===== config.mk =====
export PLATFORM = sky130hd
export DESIGN_NAME = sd_cmd_ctrl
export DESIGN_NICKNAME = d
export VERILOG_FILES = /design/src/rtl/sd_pkg.sv /design/src/rtl/sd_crc7.sv /design/src/rtl/sd_cmd_ctrl.sv
export SDC_FILE = /design/constraint.sdc
export NUM_CORES = 1
export LEC_CHECK = 0
export ABC_AREA = 0
export CORE_ASPECT_RATIO = 0.5
export CORE_MARGIN = 4
export CORE_UTILIZATION = 55
export CTS_BUF_LIST = sky130_fd_sc_hd__clkbuf_8
export DETAILED_ROUTE_END_ITERATION = 8
export GPL_ROUTABILITY_DRIVEN = 0
export PLACE_DENSITY = 0.78
export SLEW_MARGIN = 5
export SYNTH_ARGS = -nofsm -noshare
export SYNTH_HDL_FRONTEND = slang
export SYNTH_SLANG_ARGS = --single-unit

===== constraint.sdc =====
create_clock -name iclk -period 3.72 [get_ports iclk]
set_input_delay 0.558 -clock iclk [delete_from_list [all_inputs] [get_ports iclk]]
set_output_delay 0.558 -clock iclk [all_outputs]
set_load 0.02 [all_outputs]

===== src/rtl/sd_pkg.sv =====
// Shared definitions for the SD CMD-line controller: frame lengths, the CRC7
// polynomial, response-type and FSM-state enums, and the index decoder.
package sd_pkg;

  localparam int FRAME_LEN_48  = 48;
  localparam int FRAME_LEN_136 = 136;
  // Start, transmission, index and argument bits: the span covered by CRC7.
  localparam int TX_DATA_BITS  = 40;

  // x^7 + x^3 + 1, with the x^7 term implied by the shift.
  localparam logic [6:0] CRC7_POLY = 7'h09;

  typedef enum logic [1:0] {
    RESP_NONE,
    RESP_48,
    RESP_48_NOCRC,
    RESP_136
  } resp_e;

  typedef enum logic [2:0] {
    ST_IDLE,
    ST_SEND,
    ST_WAIT,
    ST_RECV,
    ST_GAP
  } state_e;

  // Which response, if any, the card returns for a given command index.
  function automatic resp_e resp_type(input logic [5:0] index);
    case (index)
      6'd0, 6'd4, 6'd15: return RESP_NONE;
      6'd2, 6'd9, 6'd10: return RESP_136;
      6'd41:             return RESP_48_NOCRC;
      default:           return RESP_48;
    endcase
  endfunction

  // One serial CRC7 step, message bit entering at the top.
  function automatic logic [6:0] crc7_step(input logic [6:0] crc, input logic din);
    logic fb;
    fb = din ^ crc[6];
    return {crc[5:0], 1'b0} ^ (fb ? CRC7_POLY : 7'h00);
  endfunction

endpackage


===== src/rtl/sd_crc7.sv =====
// Serial CRC7 accumulator. iclr restarts from zero in the same cycle that ien
// may already feed the first bit; with ien low the value holds so it can be
// read out bit by bit.
module sd_crc7
  import sd_pkg::*;
(
  input  logic       iclk,
  input  logic       irst_n,
  input  logic       iclr,
  input  logic       ien,
  input  logic       ibit,
  output logic [6:0] ocrc
);

  logic [6:0] crc_q;
  logic [6:0] crc_d;
  logic [6:0] crc_base;

  // Next CRC: optional clear, then optional one-bit update.
  always_comb begin
    crc_base = iclr ? 7'h00 : crc_q;
    crc_d    = ien ? crc7_step(crc_base, ibit) : crc_base;
  end

  // CRC register.
  always_ff @(posedge iclk or negedge irst_n) begin
    if (!irst_n) begin
      crc_q <= 7'h00;
    end else begin
      // NOTE: clocked state uses non-blocking assignment so every flop samples pre-edge values.
      crc_q <= crc_d;
    end
  end

  assign ocrc = crc_q;

endmodule


===== src/rtl/sd_cmd_ctrl.sv =====
// SD bus CMD-line controller: serialises one 48-bit command per istart, then
// collects the card response (48 or 136 bits) and reports done/error status.
// One iclk cycle is one CMD-line bit.
// Build option: define SD_CMD_CRC_CHECK_EN to check the CRC7 of received
// 48-bit responses; otherwise only transmission and end bits are checked.
module sd_cmd_ctrl
  import sd_pkg::*;
#(
  parameter int RESP_TIMEOUT = 64,
  parameter int NRC_GAP      = 8
) (
  input  logic        iclk,
  input  logic        irst_n,
  input  logic        istart,
  input  logic [5:0]  iindex,
  input  logic [31:0] iarg,
  input  logic        icmd_in,
  output logic        ocmd_out,
  output logic        ocmd_oe,
  output logic [31:0] oresp,
  output logic        odone,
  output logic        otimeout,
  output logic        ocrc_fail,
  output logic        obusy
);

  localparam int CNT_W = 16;
  localparam logic [CNT_W-1:0] SEND_LAST  = CNT_W'(FRAME_LEN_48 - 1);
  localparam logic [CNT_W-1:0] CRC_FIRST  = CNT_W'(TX_DATA_BITS);
  localparam logic [CNT_W-1:0] TO_LAST    = CNT_W'(RESP_TIMEOUT - 1);
  localparam logic [CNT_W-1:0] GAP_LAST   = CNT_W'(NRC_GAP - 1);
  // RECV counts the bits after the start bit; the last one is the end bit.
  localparam logic [CNT_W-1:0] RX48_LAST  = CNT_W'(FRAME_LEN_48 - 2);
  localparam logic [CNT_W-1:0] RX136_LAST = CNT_W'(FRAME_LEN_136 - 2);

  state_e            state_q,    state_d;
  logic [CNT_W-1:0]  cnt_q,      cnt_d;
  logic [38:0]       tx_sh_q,    tx_sh_d;
  logic [38:0]       rx_sh_q,    rx_sh_d;
  resp_e             rtype_q,    rtype_d;
  logic              tbit_err_q, tbit_err_d;
  logic              cmd_out_q,  cmd_out_d;
  logic              cmd_oe_q,   cmd_oe_d;
  logic [31:0]       resp_q,     resp_d;
  logic              done_q,     done_d;
  logic              timeout_q,  timeout_d;
  logic              crc_fail_q, crc_fail_d;

  logic [CNT_W-1:0]  nb;
  logic [CNT_W-1:0]  rx_last;
  logic [2:0]        crc_sel;
  logic              tx_crc_clr;
  logic              tx_crc_en;
  logic              tx_crc_bit;
  logic [6:0]        tx_crc;
  logic              crc_bad;

  // Transmit CRC7 over the first 40 frame bits, fed as each bit is launched.
  sd_crc7 u_tx_crc (
    .iclk   (iclk),
    .irst_n (irst_n),
    .iclr   (tx_crc_clr),
    .ien    (tx_crc_en),
    .ibit   (tx_crc_bit),
    .ocrc   (tx_crc)
  );

`ifdef SD_CMD_CRC_CHECK_EN
  // Received bit 8 is the last CRC-covered bit; it arrives at this RECV count.
  localparam logic [CNT_W-1:0] RX_CRC_LAST = CNT_W'(TX_DATA_BITS - 2);

  logic       rx_crc_clr;
  logic       rx_crc_en;
  logic [6:0] rx_crc;

  // Receive CRC starts on the start bit and covers bits 47..8 of the response.
  assign rx_crc_clr = (state_q == ST_WAIT) && !icmd_in;
  assign rx_crc_en  = rx_crc_clr || ((state_q == ST_RECV) && (cnt_q <= RX_CRC_LAST));

  sd_crc7 u_rx_crc (
    .iclk   (iclk),
    .irst_n (irst_n),
    .iclr   (rx_crc_clr),
    .ien    (rx_crc_en),
    .ibit   (icmd_in),
    .ocrc   (rx_crc)
  );

  // At the end bit rx_sh_q[6:0] holds received bits 7..1, the CRC field.
  assign crc_bad = (rtype_q == RESP_48) && (rx_crc != rx_sh_q[6:0]);
`else
  assign crc_bad = 1'b0;
`endif

  // Next-state, frame sequencing and response capture.
  always_comb begin
    // NOTE: every combinational output gets a default first, so no path can infer a latch.
    state_d    = state_q;
    cnt_d      = cnt_q;
    tx_sh_d    = tx_sh_q;
    rx_sh_d    = rx_sh_q;
    rtype_d    = rtype_q;
    tbit_err_d = tbit_err_q;
    cmd_out_d  = 1'b1;
    cmd_oe_d   = 1'b0;
    resp_d     = resp_q;
    done_d     = 1'b0;
    timeout_d  = timeout_q;
    crc_fail_d = crc_fail_q;
    tx_crc_clr = 1'b0;
    tx_crc_en  = 1'b0;
    tx_crc_bit = 1'b0;
    nb         = cnt_q + CNT_W'(1);
    crc_sel    = 3'd6 - nb[2:0];
    rx_last    = (rtype_q == RESP_136) ? RX136_LAST : RX48_LAST;

    case (state_q)
      ST_IDLE: begin
        if (istart) begin
          // Launch the start bit now; the rest of the frame waits in tx_sh.
          state_d    = ST_SEND;
          cnt_d      = '0;
          tx_sh_d    = {1'b1, iindex, iarg};
          rtype_d    = resp_type(iindex);
          cmd_out_d  = 1'b0;
          cmd_oe_d   = 1'b1;
          timeout_d  = 1'b0;
          crc_fail_d = 1'b0;
          tx_crc_clr = 1'b1;
          tx_crc_en  = 1'b1;
          tx_crc_bit = 1'b0;
        end
      end

      ST_SEND: begin
        if (cnt_q == SEND_LAST) begin
          // End bit has been on the line for a cycle; release the pad.
          cnt_d   = '0;
          state_d = (rtype_q == RESP_NONE) ? ST_GAP : ST_WAIT;
        end else begin
          cnt_d    = nb;
          cmd_oe_d = 1'b1;
          if (nb < CRC_FIRST) begin
            cmd_out_d  = tx_sh_q[38];
            tx_sh_d    = {tx_sh_q[37:0], 1'b0};
            tx_crc_en  = 1'b1;
            tx_crc_bit = tx_sh_q[38];
          end else if (nb < SEND_LAST) begin
            cmd_out_d = tx_crc[crc_sel];
          end else begin
            cmd_out_d = 1'b1;
          end
        end
      end

      ST_WAIT: begin
        if (!icmd_in) begin
          state_d    = ST_RECV;
          cnt_d      = '0;
          rx_sh_d    = {rx_sh_q[37:0], icmd_in};
          tbit_err_d = 1'b0;
        end else if (cnt_q == TO_LAST) begin
          state_d   = ST_GAP;
          cnt_d     = '0;
          timeout_d = 1'b1;
          resp_d    = '0;
        end else begin
          cnt_d = nb;
        end
      end

      ST_RECV: begin
        rx_sh_d = {rx_sh_q[37:0], icmd_in};
        if ((cnt_q == '0) && icmd_in) begin
          tbit_err_d = 1'b1;
        end
        if (cnt_q == rx_last) begin
          // icmd_in is the end bit; rx_sh_q[38:7] are response bits 39..8.
          state_d    = ST_GAP;
          cnt_d      = '0;
          resp_d     = rx_sh_q[38:7];
          crc_fail_d = tbit_err_q || !icmd_in || crc_bad;
        end else begin
          cnt_d = nb;
        end
      end

      ST_GAP: begin
        if (cnt_q == GAP_LAST) begin
          state_d = ST_IDLE;
          cnt_d   = '0;
          done_d  = 1'b1;
        end else begin
          cnt_d = nb;
        end
      end

      default: begin
        state_d = ST_IDLE;
        cnt_d   = '0;
      end
    endcase
  end

  // State, datapath and registered pad/status outputs.
  always_ff @(posedge iclk or negedge irst_n) begin
    if (!irst_n) begin
      // NOTE: datapath registers reset with the control state so no output can show X after reset.
      state_q    <= ST_IDLE;
      cnt_q      <= '0;
      tx_sh_q    <= '0;
      rx_sh_q    <= '0;
      rtype_q    <= RESP_NONE;
      tbit_err_q <= 1'b0;
      cmd_out_q  <= 1'b1;
      cmd_oe_q   <= 1'b0;
      resp_q     <= '0;
      done_q     <= 1'b0;
      timeout_q  <= 1'b0;
      crc_fail_q <= 1'b0;
    end else begin
      state_q    <= state_d;
      cnt_q      <= cnt_d;
      tx_sh_q    <= tx_sh_d;
      rx_sh_q    <= rx_sh_d;
      rtype_q    <= rtype_d;
      tbit_err_q <= tbit_err_d;
      cmd_out_q  <= cmd_out_d;
      cmd_oe_q   <= cmd_oe_d;
      resp_q     <= resp_d;
      done_q     <= done_d;
      timeout_q  <= timeout_d;
      crc_fail_q <= crc_fail_d;
    end
  end

  assign ocmd_out  = cmd_out_q;
  assign ocmd_oe   = cmd_oe_q;
  assign oresp     = resp_q;
  assign odone     = done_q;
  assign otimeout  = timeout_q;
  assign ocrc_fail = crc_fail_q;
  assign obusy     = (state_q != ST_IDLE);

endmodule

# --- After elaboration in Yosys (flattened, before gate mapping) ---
# Cells that the tools add are included.
totals:
  regBits: 144
  latch_bits: 0
  mem_bits_rw: 0
  rom_bits: 0
  in_bits: 42
  wordCells: 126
  memories: 0
classes:
  addsub: 2
  mul: 0
  div: 0
  n_lt_le_gt_ge: 3
  n_eq_ne: 26
  shift: 0
  mux: 58
  bitwise_logic: 2
  reduce_logical: 22
op_table:
  columns: ["operator", "count"]
  rows:
  - ["two-way mux 39 bit", 4]
  - ["one-hot mux 39 bit (2 select lines)", 2]
  - ["two-way mux 16 bit", 6]
  - ["two-way mux 32 bit", 3]
  - ["one-hot mux 16 bit (5 select lines)", 1]
  - ["one-hot mux 32 bit (2 select lines)", 1]
  - ["equality test 16 x 6 -> 1 bit, second input constant", 2]
  - ["< comparator 16 x 6 -> 1 bit, second input constant", 2]
  - ["two-way mux 1 bit", 21]
  - ["two-way mux 3 bit", 7]
  - ["!= test 2 bit, second input constant", 10]
  - ["equality test 6 x 4 -> 1 bit, second input constant", 3]
  - ["adder 16 x 1 -> 16 bit, second input constant", 1]
  - ["equality test 16 x 3 -> 1 bit, second input constant", 1]
  - ["equality test 16 x 8 -> 1 bit", 1]
  - ["zero test 16 bit", 1]
  - ["one-hot mux 3 bit (5 select lines)", 1]
  - ["two-way mux 7 bit", 2]
  - ["one-hot mux 1 bit (2 select lines)", 6]
  - ["AND reduction 4 bit", 3]
  - ["two-way mux 8 bit", 1]
  - ["nonzero test 2 bit", 4]
  - ["bitwise XOR 7 bit", 1]
  - ["equality test 3 x 2 -> 1 bit, second input constant", 2]
  - ["other kinds (24)", 27]

# --- Logic depth before layout (Yosys ltp) ---
# Gate-level depths: netlist (run 1).
logic_depth:
  ltp_word: 9
  ltp_mapped: 12
  mapped_depth_nobuf: 9

# --- Modules after synthesis ---
# From an unflattened synthesis (run 1), not the netlist that was laid out.
unflattened:
  cells_unflattened: 698
  area_unflattened_um2: 6924.1
modules_own_cells:
  columns: ["mod", "instances", "cells_each", "area_each_um2"]
  rows:
  - ["sd_cmd_ctrl", 1, 667, 6592.6]
  - ["sd_crc7", 1, 31, 331.6]

# --- Worst setup path after synthesis (run 1) ---
# Ideal clock, no wire load.
synth_timing:
  path_kind: "flip-flop to flip-flop"
  from: "register cnt_q[1]"
  to: "register tx_sh_q[10]"
  setup_time_ns: 0.125
  t_arrival_ns: 2.579
  required_ns: 3.595
  setup_slack_ns: 1.016
  path_stages_with_launch: 13
  path_buffers: 4
  period_less_slack_ns: 2.704
  cell_sequence: "dfrtp_1 -> ha_1 -> buf_4 -> and3_1 -> and3_1 -> buf_4 -> and3_1 -> buf_2 -> mux2i_4 -> a211oi_2 -> nor2_2 -> buf_6 -> mux2_4"
synth_between:
  elab_chain_cells: 4
  word_cells_on_any_way: 6
synth_rtl:
  columns: ["item", "line_no", "rtl"]
  rows:
  - ["start: declaration", "sd_cmd_ctrl.sv:37", "logic [CNT_W-1:0] cnt_q, cnt_d;"]
  - ["start signal: assignment", "sd_cmd_ctrl.sv:223", "cnt_q <= cnt_d;"]
  - ["adder 16 x 1 -> 16 bit", "sd_cmd_ctrl.sv:113", "nb = cnt_q + CNT_W'(1);"]
  - ["< comparator 16 x 6 -> 1 bit", "sd_cmd_ctrl.sv:143", "if (nb < CRC_FIRST) begin"]
  - ["!= test 2 bit (no source line)", null, null]
  - ["AND reduction 4 bit (no source line) (*)", null, null]
  - ["end signal: assignment", "sd_cmd_ctrl.sv:224", "tx_sh_q <= tx_sh_d;"]
  - ["end: declaration", "sd_cmd_ctrl.sv:38", "logic [38:0] tx_sh_q, tx_sh_d;"]
# Mark *: on every way between the ends. The rest lies on a longest branch, timed or not.
# A chain may end at the register's enable or synchronous reset.

# --- Worst setup path after layout (run 1) ---
layout_timing:
  from: "register cnt_q[0]"
  to: "register tx_sh_q[35]"
# Same word-level chain as after synthesis.

==> impl_metrics.csv, run 1 <==
group,metric,value,unit
critical_path,worstSetupPathType,"reg2reg",
timing,worst_pin_slew,1.025,ns
critical_path,crit_family,"simple AND/OR/NAND/NOR gates",
route,ant_nets,0,
synth,synth_ff_type,"dfrtp_1",
clock_network,holdBufCountCts,0,
critical_path,crit_fanout,22,
critical_path,worstPathArrival,3.67,ns
clock_network,clockBufferDepth,2,
grt,grt_pass1_vias,4836,
timing,drv_slew,0,
synth,ys_warn_count,0,
layout,nets,752,
synth,syn_inst,642,
clock_network,post_cts_resized,0,
clock_network,ctsHtreeMaxLevel,4,
grt,antenna_found_initial,0,
critical_path,rr_worst_depth,9,
critical_path,crit_slowest_cell,"nor2_4",
pwr,peakVddDrop,0.2667,mV
die,die-area,15020,µm²
route,num_vias,4985,
clock_network,cts_tree,"built",
route,dr.pass1.iters,4,
synth,netlist_area,7162,µm²
layout,final_layout_size_suffix_gt1_share,24.17,%
timing,min_period,3.347,ns
timing,max_freq,0.2988,GHz
critical_path,reg2reg_to,"tx_sh_q[35]$_DFFE_PN0P_",
clock_network,clkSinkCount,144,
route,drtIter0Drc,396,
timing,tns,0,ns
timing,hold_violations,0,
synth,syn_avg_cell_area,11.16,µm²
route,drt-total-wl,14.25,mm
layout,antenna_cells,0,
critical_path,critical_path_required,4.04,ns
synth,yosys_register_bits,144,
timing,rsz0062_at_grt,"false",
synth,synth_top_area_share,49.97,%
critical_path,critPathMostFrequentCell,"and3_1",
layout,area_growth,18.36,%
critical_path,r2r_start,"cnt_q[0]$_DFFE_PN0N_",
pwr,p_per_area,345.6,nW/µm²
critical_path,critical_path_buf_inv_count,1,
grt,gr-total-overflow,0,
critical_path,path_cells,"ha_1 -> and3_1 -> and3_1 -> and3_1 -> mux2i_4 -> a211oi_2 -> nor2_4 -> buf_12 -> mux2_4",
timing,setup_violations,0,
clock_network,clkSlewWorstSetupHoldPaths,0.10,ns
die,die_h,88.69,µm
clock_network,cts_buffers,17,
die,core_area,12700,µm²
place,dpl.hpwl,9.411,mm
critical_path,cp-start-kind,"flip-flop",
route,drc,0,
grt,track_usage,19.60,%
critical_path,ff2ff_setup_slack,0.37,ns
die,initial_core_util,56.39,%
die,fp.dieW,169.4,µm
synth,synthArstFlopShare,100.0,%
timing,clock_skew,0.01292,ns
outcome,status,"finished clean",
synth,yosysUniqueCellTypes,65,
clock_network,root_buffer,"clkbuf_8",
layout,fillCellCount,935,
synth,synth_area_leader_cell,"dfrtp_1",
place,port_buffers,79,
pwr,total_power,2.929,mW
route,viasPerCell,5.601,
synth,synth-edff-count,0,
min_path,hold_class,"in2async",
synth,synth_nets,687,
run,maxCapViolations,0,
die,rows,29,
route,wl_per_cell,16.01,µm
critical_path,worstSetupStartpoint,"cnt_q[0]$_DFFE_PN0N_",
synth,ys_seq_area_share,50.33,%
clock_network,cts_setup_buffers,0,
grt,grt_max_degree,91,
clock_network,insertion_delay,0.44,ns
grt,grt_pass1_wl,23.75,mm
synth,ys_top_cells_by_area,"dfrtp_1 (50%), mux2_2 (12%), mux2_4 (7.8%)",
die,num_io_pins,80,
timing,post-route-period-util,89.97,%
timing,relSlewSlack,31.66,%
pwr,p_leak,3.991,nW
critical_path,critical_path.max_stage_delay,0.62,ns
critical_path,worstSetupEndpointType,"flip-flop",
[flip-flops by register name (all words and copies together) (netlist names), 2 cells and up]
register       cells
oresp             32
rtype_q            2
tx_sh_q           39
u_tx_crc.ocrc      7
rx_sh_q           39
state_q            3
cnt_q             16
[layout by cell type, fill, tap and decap left out, drive strengths merged, types with 6 or more instances in the layout]
cell type	n
nand2	94
a21oi	21
nand4	6
dfrtp	143
nor2	27
inv	18
buf	10
mux2	111
clkdlybuf4s50	78
nor3	16
nand3	16
or3	8
o21ai	56
and3	9
mux2i	9
and2	6
clkbuf	17
[logic make-up (layout without fill, tap and decap cells)]
logic type	after synthesis	in the layout	share of synthesized area, %
multiplexers	121	121	21.14
adder cells (fa/ha/maj)	3	3	0.5242
AO/OA/AOI/OAI	114	114	10.05
flip-flops	144	144	50.33
buffers and inverters	53	131	3.791
AND/OR/NAND/NOR	204	204	13.80
XOR/XNOR	3	3	0.3669
[report_power, final]
part           internal [mW]  leakage, nW   switching [mW]
Combinational         0.0416         2.03           0.0419
Clock                  0.577        0.207            0.705
Sequential              1.56         1.75  0.0000000000642
Total                   2.18         3.99            0.747
[metal layers]
layer,vias to the layer above,global-route usage [%],routed length [µm]
li1,2403,-,-
met1,2418,26.71,6639
met2,145,32.06,6757
met3,19,4.819,717
met4,0,5.113,134
met5,-,0,0
[cells in the mapped netlist, drive strengths merged (2+ instances only)]
cell and n:
inv 11, ha 3, a31oi 4, nor3b 3
nand2 94, nor2 27, mux2 111, o2111ai 2
or2 3, o21ai 56, a21o 3, or3 8
dfrtp 143, o211ai 2, or4 3, a2bb2oi 2
nor3 16, o31a 3, and4b 2, nand4 6
a22o 2, xor2 2, a21oi 21, nand3 16
o31ai 2, nand2b 5, nor4 2, and3 9
clkbuf 22, buf 20, and2 6, a31o 2
nand3b 2, a211oi 4, mux2i 9
[worst max-delay path by stage]
stage / end / slack, ns / depth (start not counted)
floorplan: tx_sh_q[10]$_DFFE_PN0P_ / 1.02 / 12
detailed placement: tx_sh_q[1]$_DFFE_PN0P_ / 0.39 / 9
finish: tx_sh_q[35]$_DFFE_PN0P_ / 0.37 / 9
CTS: tx_sh_q[35]$_DFFE_PN0P_ / 0.38 / 9
global route: tx_sh_q[6]$_DFFE_PN0P_ / 0.17 / 9
global placement: tx_sh_q[14]$_DFFE_PN0P_ / 0.49 / 9
[layout make-up]
| cell class | instances | area (µm²) | area share, % |
|---|---|---|---|
| multi-input combinational | 445 | 3304 | 38.98 |
| clock buffer | 17 | 234.0 | 2.760 |
| inverter | 11 | 41.29 | 0.4871 |
| timing repair buffer | 88 | 884.6 | 10.44 |
| sequential | 144 | 3605 | 42.52 |
| tap | 170 | 212.7 | 2.509 |
| clock inverter | 15 | 195.2 | 2.303 |
[stage by stage]
step | cells | util [%] | hold WS [ns] | worst slack [ns] | cell area (µm²)
global route | 890 | 66.75 | 0.2038 | 0.1658 | 8477
floorplan | 642 | - | 0.2624 | 1.016 | 7162
CTS | 890 | 66.75 | 0.1926 | 0.3840 | 8477
global placement | 858 | 63.37 | 0.4567 | 0.4911 | 8048
detailed placement | 858 | 63.37 | 0.4656 | 0.3915 | 8048
finish | 890 | 66.75 | 0.1789 | 0.3730 | 8477
Power figures use the tool's default switching activity.
==> run 2, diff against run 1 <==
Settings changed: CORE_ASPECT_RATIO 0.5 to 1.4.
==> run 2 against run 1 <==
Compared with the run above: critical path depth unchanged; via count is 1.2% higher; die area fell by 0.57%; core utilization shrank 1.4 points; global-route usage rose by 0.30 points; count of clock-buffer cells in the layout up 1; power decreased by 5.7%; final cell count fell by 2.1%; non-clock buffer count fell by 1; combinational power fell by 2%; critical endpoint is now tx_sh_q[25]$_DFFE_PN0P_.
==> impl_metrics.csv, run 2 (synthesis results as in run 1) <==
group,metric,value,unit
clock_network,clkSlewWorstSetupHoldPaths,0.09,ns
timing,post-route-period-util,90.32,%
min_path,hold_class,"in2async",
timing,tns,0,ns
critical_path,worstPathArrival,3.69,ns
route,ant_nets,0,
route,drc,0,
layout,regArea,3605,µm²
critical_path,crit_slowest_cell,"dfrtp_1",
die,initial_core_util,55.89,%
route,drtIter0Drc,272,
die,num_io_pins,80,
critical_path,worstSetupEndpointType,"flip-flop",
grt,grt_max_degree,99,
timing,drv_slew,0,
layout,final_layout_size_suffix_gt1_share,23.82,%
critical_path,critical_path.max_stage_delay,0.54,ns
grt,gr-total-overflow,0,
run,maxCapViolations,0,
clock_network,post_cts_resized,0,
timing,max_freq,0.2976,GHz
critical_path,critPathMostFrequentCell,"and3_1",
clock_network,cts_setup_buffers,0,
pwr,peakVddDrop,0.2036,mV
timing,worst_pin_slew,0.9828,ns
pwr,total_power,2.762,mW
clock_network,holdBufCountCts,0,
critical_path,critical_path_buf_inv_count,1,
critical_path,critical_path_required,4.05,ns
die,die_h,143.0,µm
clock_network,ctsHtreeMaxLevel,4,
clock_network,root_buffer,"clkbuf_8",
clock_network,clockBufferDepth,2,
critical_path,path_cells,"ha_1 -> and3_1 -> and3_1 -> and3_1 -> mux2i_4 -> a211oi_2 -> nor2_4 -> buf_12 -> mux2_4",
clock_network,clkSinkCount,144,
grt,track_usage,19.90,%
die,fp.dieW,104.4,µm
layout,final_common_cell,"dfrtp_1",
layout,antenna_cells,0,
route,viasPerCell,5.793,
critical_path,crit_fanout,16,
layout,layout_common_cells,"dfrtp_1 (143), nand2_1 (94), clkdlybuf4s50_1 (78), mux2_2 (74), o21ai_0 (52)",
clock_network,cts_buffers,17,
die,die-area,14940,µm²
timing,setup_violations,0,
pwr,p_per_area,330.0,nW/µm²
clock_network,cts_tree,"built",
die,core_area,12810,µm²
grt,grt_pass1_wl,24.25,mm
pwr,p_leak,3.948,nW
layout,area_growth,16.88,%
place,dpl.hpwl,9.899,mm
critical_path,worstSetupPathType,"reg2reg",
timing,hold_violations,0,
place,port_buffers,79,
timing,min_period,3.360,ns
layout,multi_input_area,3304,µm²
route,num_vias,5046,
grt,antenna_found_initial,0,
critical_path,worstSetupStartpoint,"cnt_q[0]$_DFFE_PN0N_",
timing,clock_skew,0.01405,ns
critical_path,r2r_start,"cnt_q[0]$_DFFE_PN0N_",
layout,fillCellCount,973,
route,wl_per_cell,16.35,µm
route,dr.pass1.iters,4,
clock_network,insertion_delay,0.44,ns
grt,grt_pass1_vias,5254,
outcome,status,"finished clean",
die,rows,49,
critical_path,cp-start-kind,"flip-flop",
critical_path,crit_family,"simple AND/OR/NAND/NOR gates",
timing,rsz0062_at_grt,"false",
route,drt-total-wl,14.24,mm
layout,nets,751,
timing,relSlewSlack,34.48,%
-- run 2: changes by cell type in the layout (fill, tap and decap cells not counted) --
cell        before  now
bufinv_16        1    0
clkinv_8         5    0
inv_1           11   12
clkinvlp_4       2    4
clkinv_4         0    3
clkbuf_8        17   18
inv_8            3    0
inv_6            4    5
buf_4            7    6
-- run 2: report_power, final --
part,internal (mW),switching (mW)
clock,0.485,0.631
combinational,0.0409,0.0410
sequential,1.56,0.0000000000619
-- run 2: path summary, 6_finish.rpt --
kind / endpoint / slack [ns] / cells past startpoint
setup / recovery: tx_sh_q[25]$_DFFE_PN0P_ / 0.36 / 9
hold / removal: oresp[7]$_DFFE_PN0P_ / 0.21 / 1
min in group iclk: tx_sh_q[0]$_DFFE_PN0P_ / 0.48 / 1
setup reg to reg: tx_sh_q[25]$_DFFE_PN0P_ / 0.36 / 9
hold reg to reg: tx_sh_q[0]$_DFFE_PN0P_ / 0.48 / 1
max in group asynchronous: tx_sh_q[25]$_DFFE_PN0P_ / 2.61 / 2
-- run 2: per-layer routing --
layer | global-route usage [%] | up-vias | wire length [µm]
li1 | - | 2400 | -
met1 | 24.35 | 2492 | 6072
met2 | 34.58 | 121 | 7246
met3 | 3.709 | 33 | 582
met4 | 8.683 | 0 | 337
met5 | 0 | - | 0
-- run 2: worst register-to-register path: cells and delay by family, from the launching register on --
kind | cells | cell delay, ns
adders and majority gates | 1 | 0.38
and+or+nand+nor | 4 | 1.27
buffers and inverters | 1 | 0.24
muxes | 2 | 0.65
DFF | 1 | 0.54
AOI/OAI and AO/OA | 1 | 0.16
-- run 2: layout make-up --
type                            instances  area share, %
Clock buffer                           18          2.960
Timing Repair Buffer                   87          10.48
Clock inverter                         13          1.241
Multi-Input combinational cell        445          39.48
Inverter                               11         0.4933
Tap cell                              153          2.287
Sequential cell                       144          43.06
-- run 2: stage by stage --
step                cells  hold WS [ns]  cell area [µm²]  setup WS, ns  util [%]
finish                871        0.2086             8371        0.3602     65.33
global route          871        0.2778             8371        0.2085     65.33
CTS                   871        0.2459             8371        0.3806     65.33
detailed placement    840        0.4593             8019        0.3860     62.58
global placement      840        0.4614             8019        0.5311     62.58
floorplan             642        0.2624             7162         1.016         -
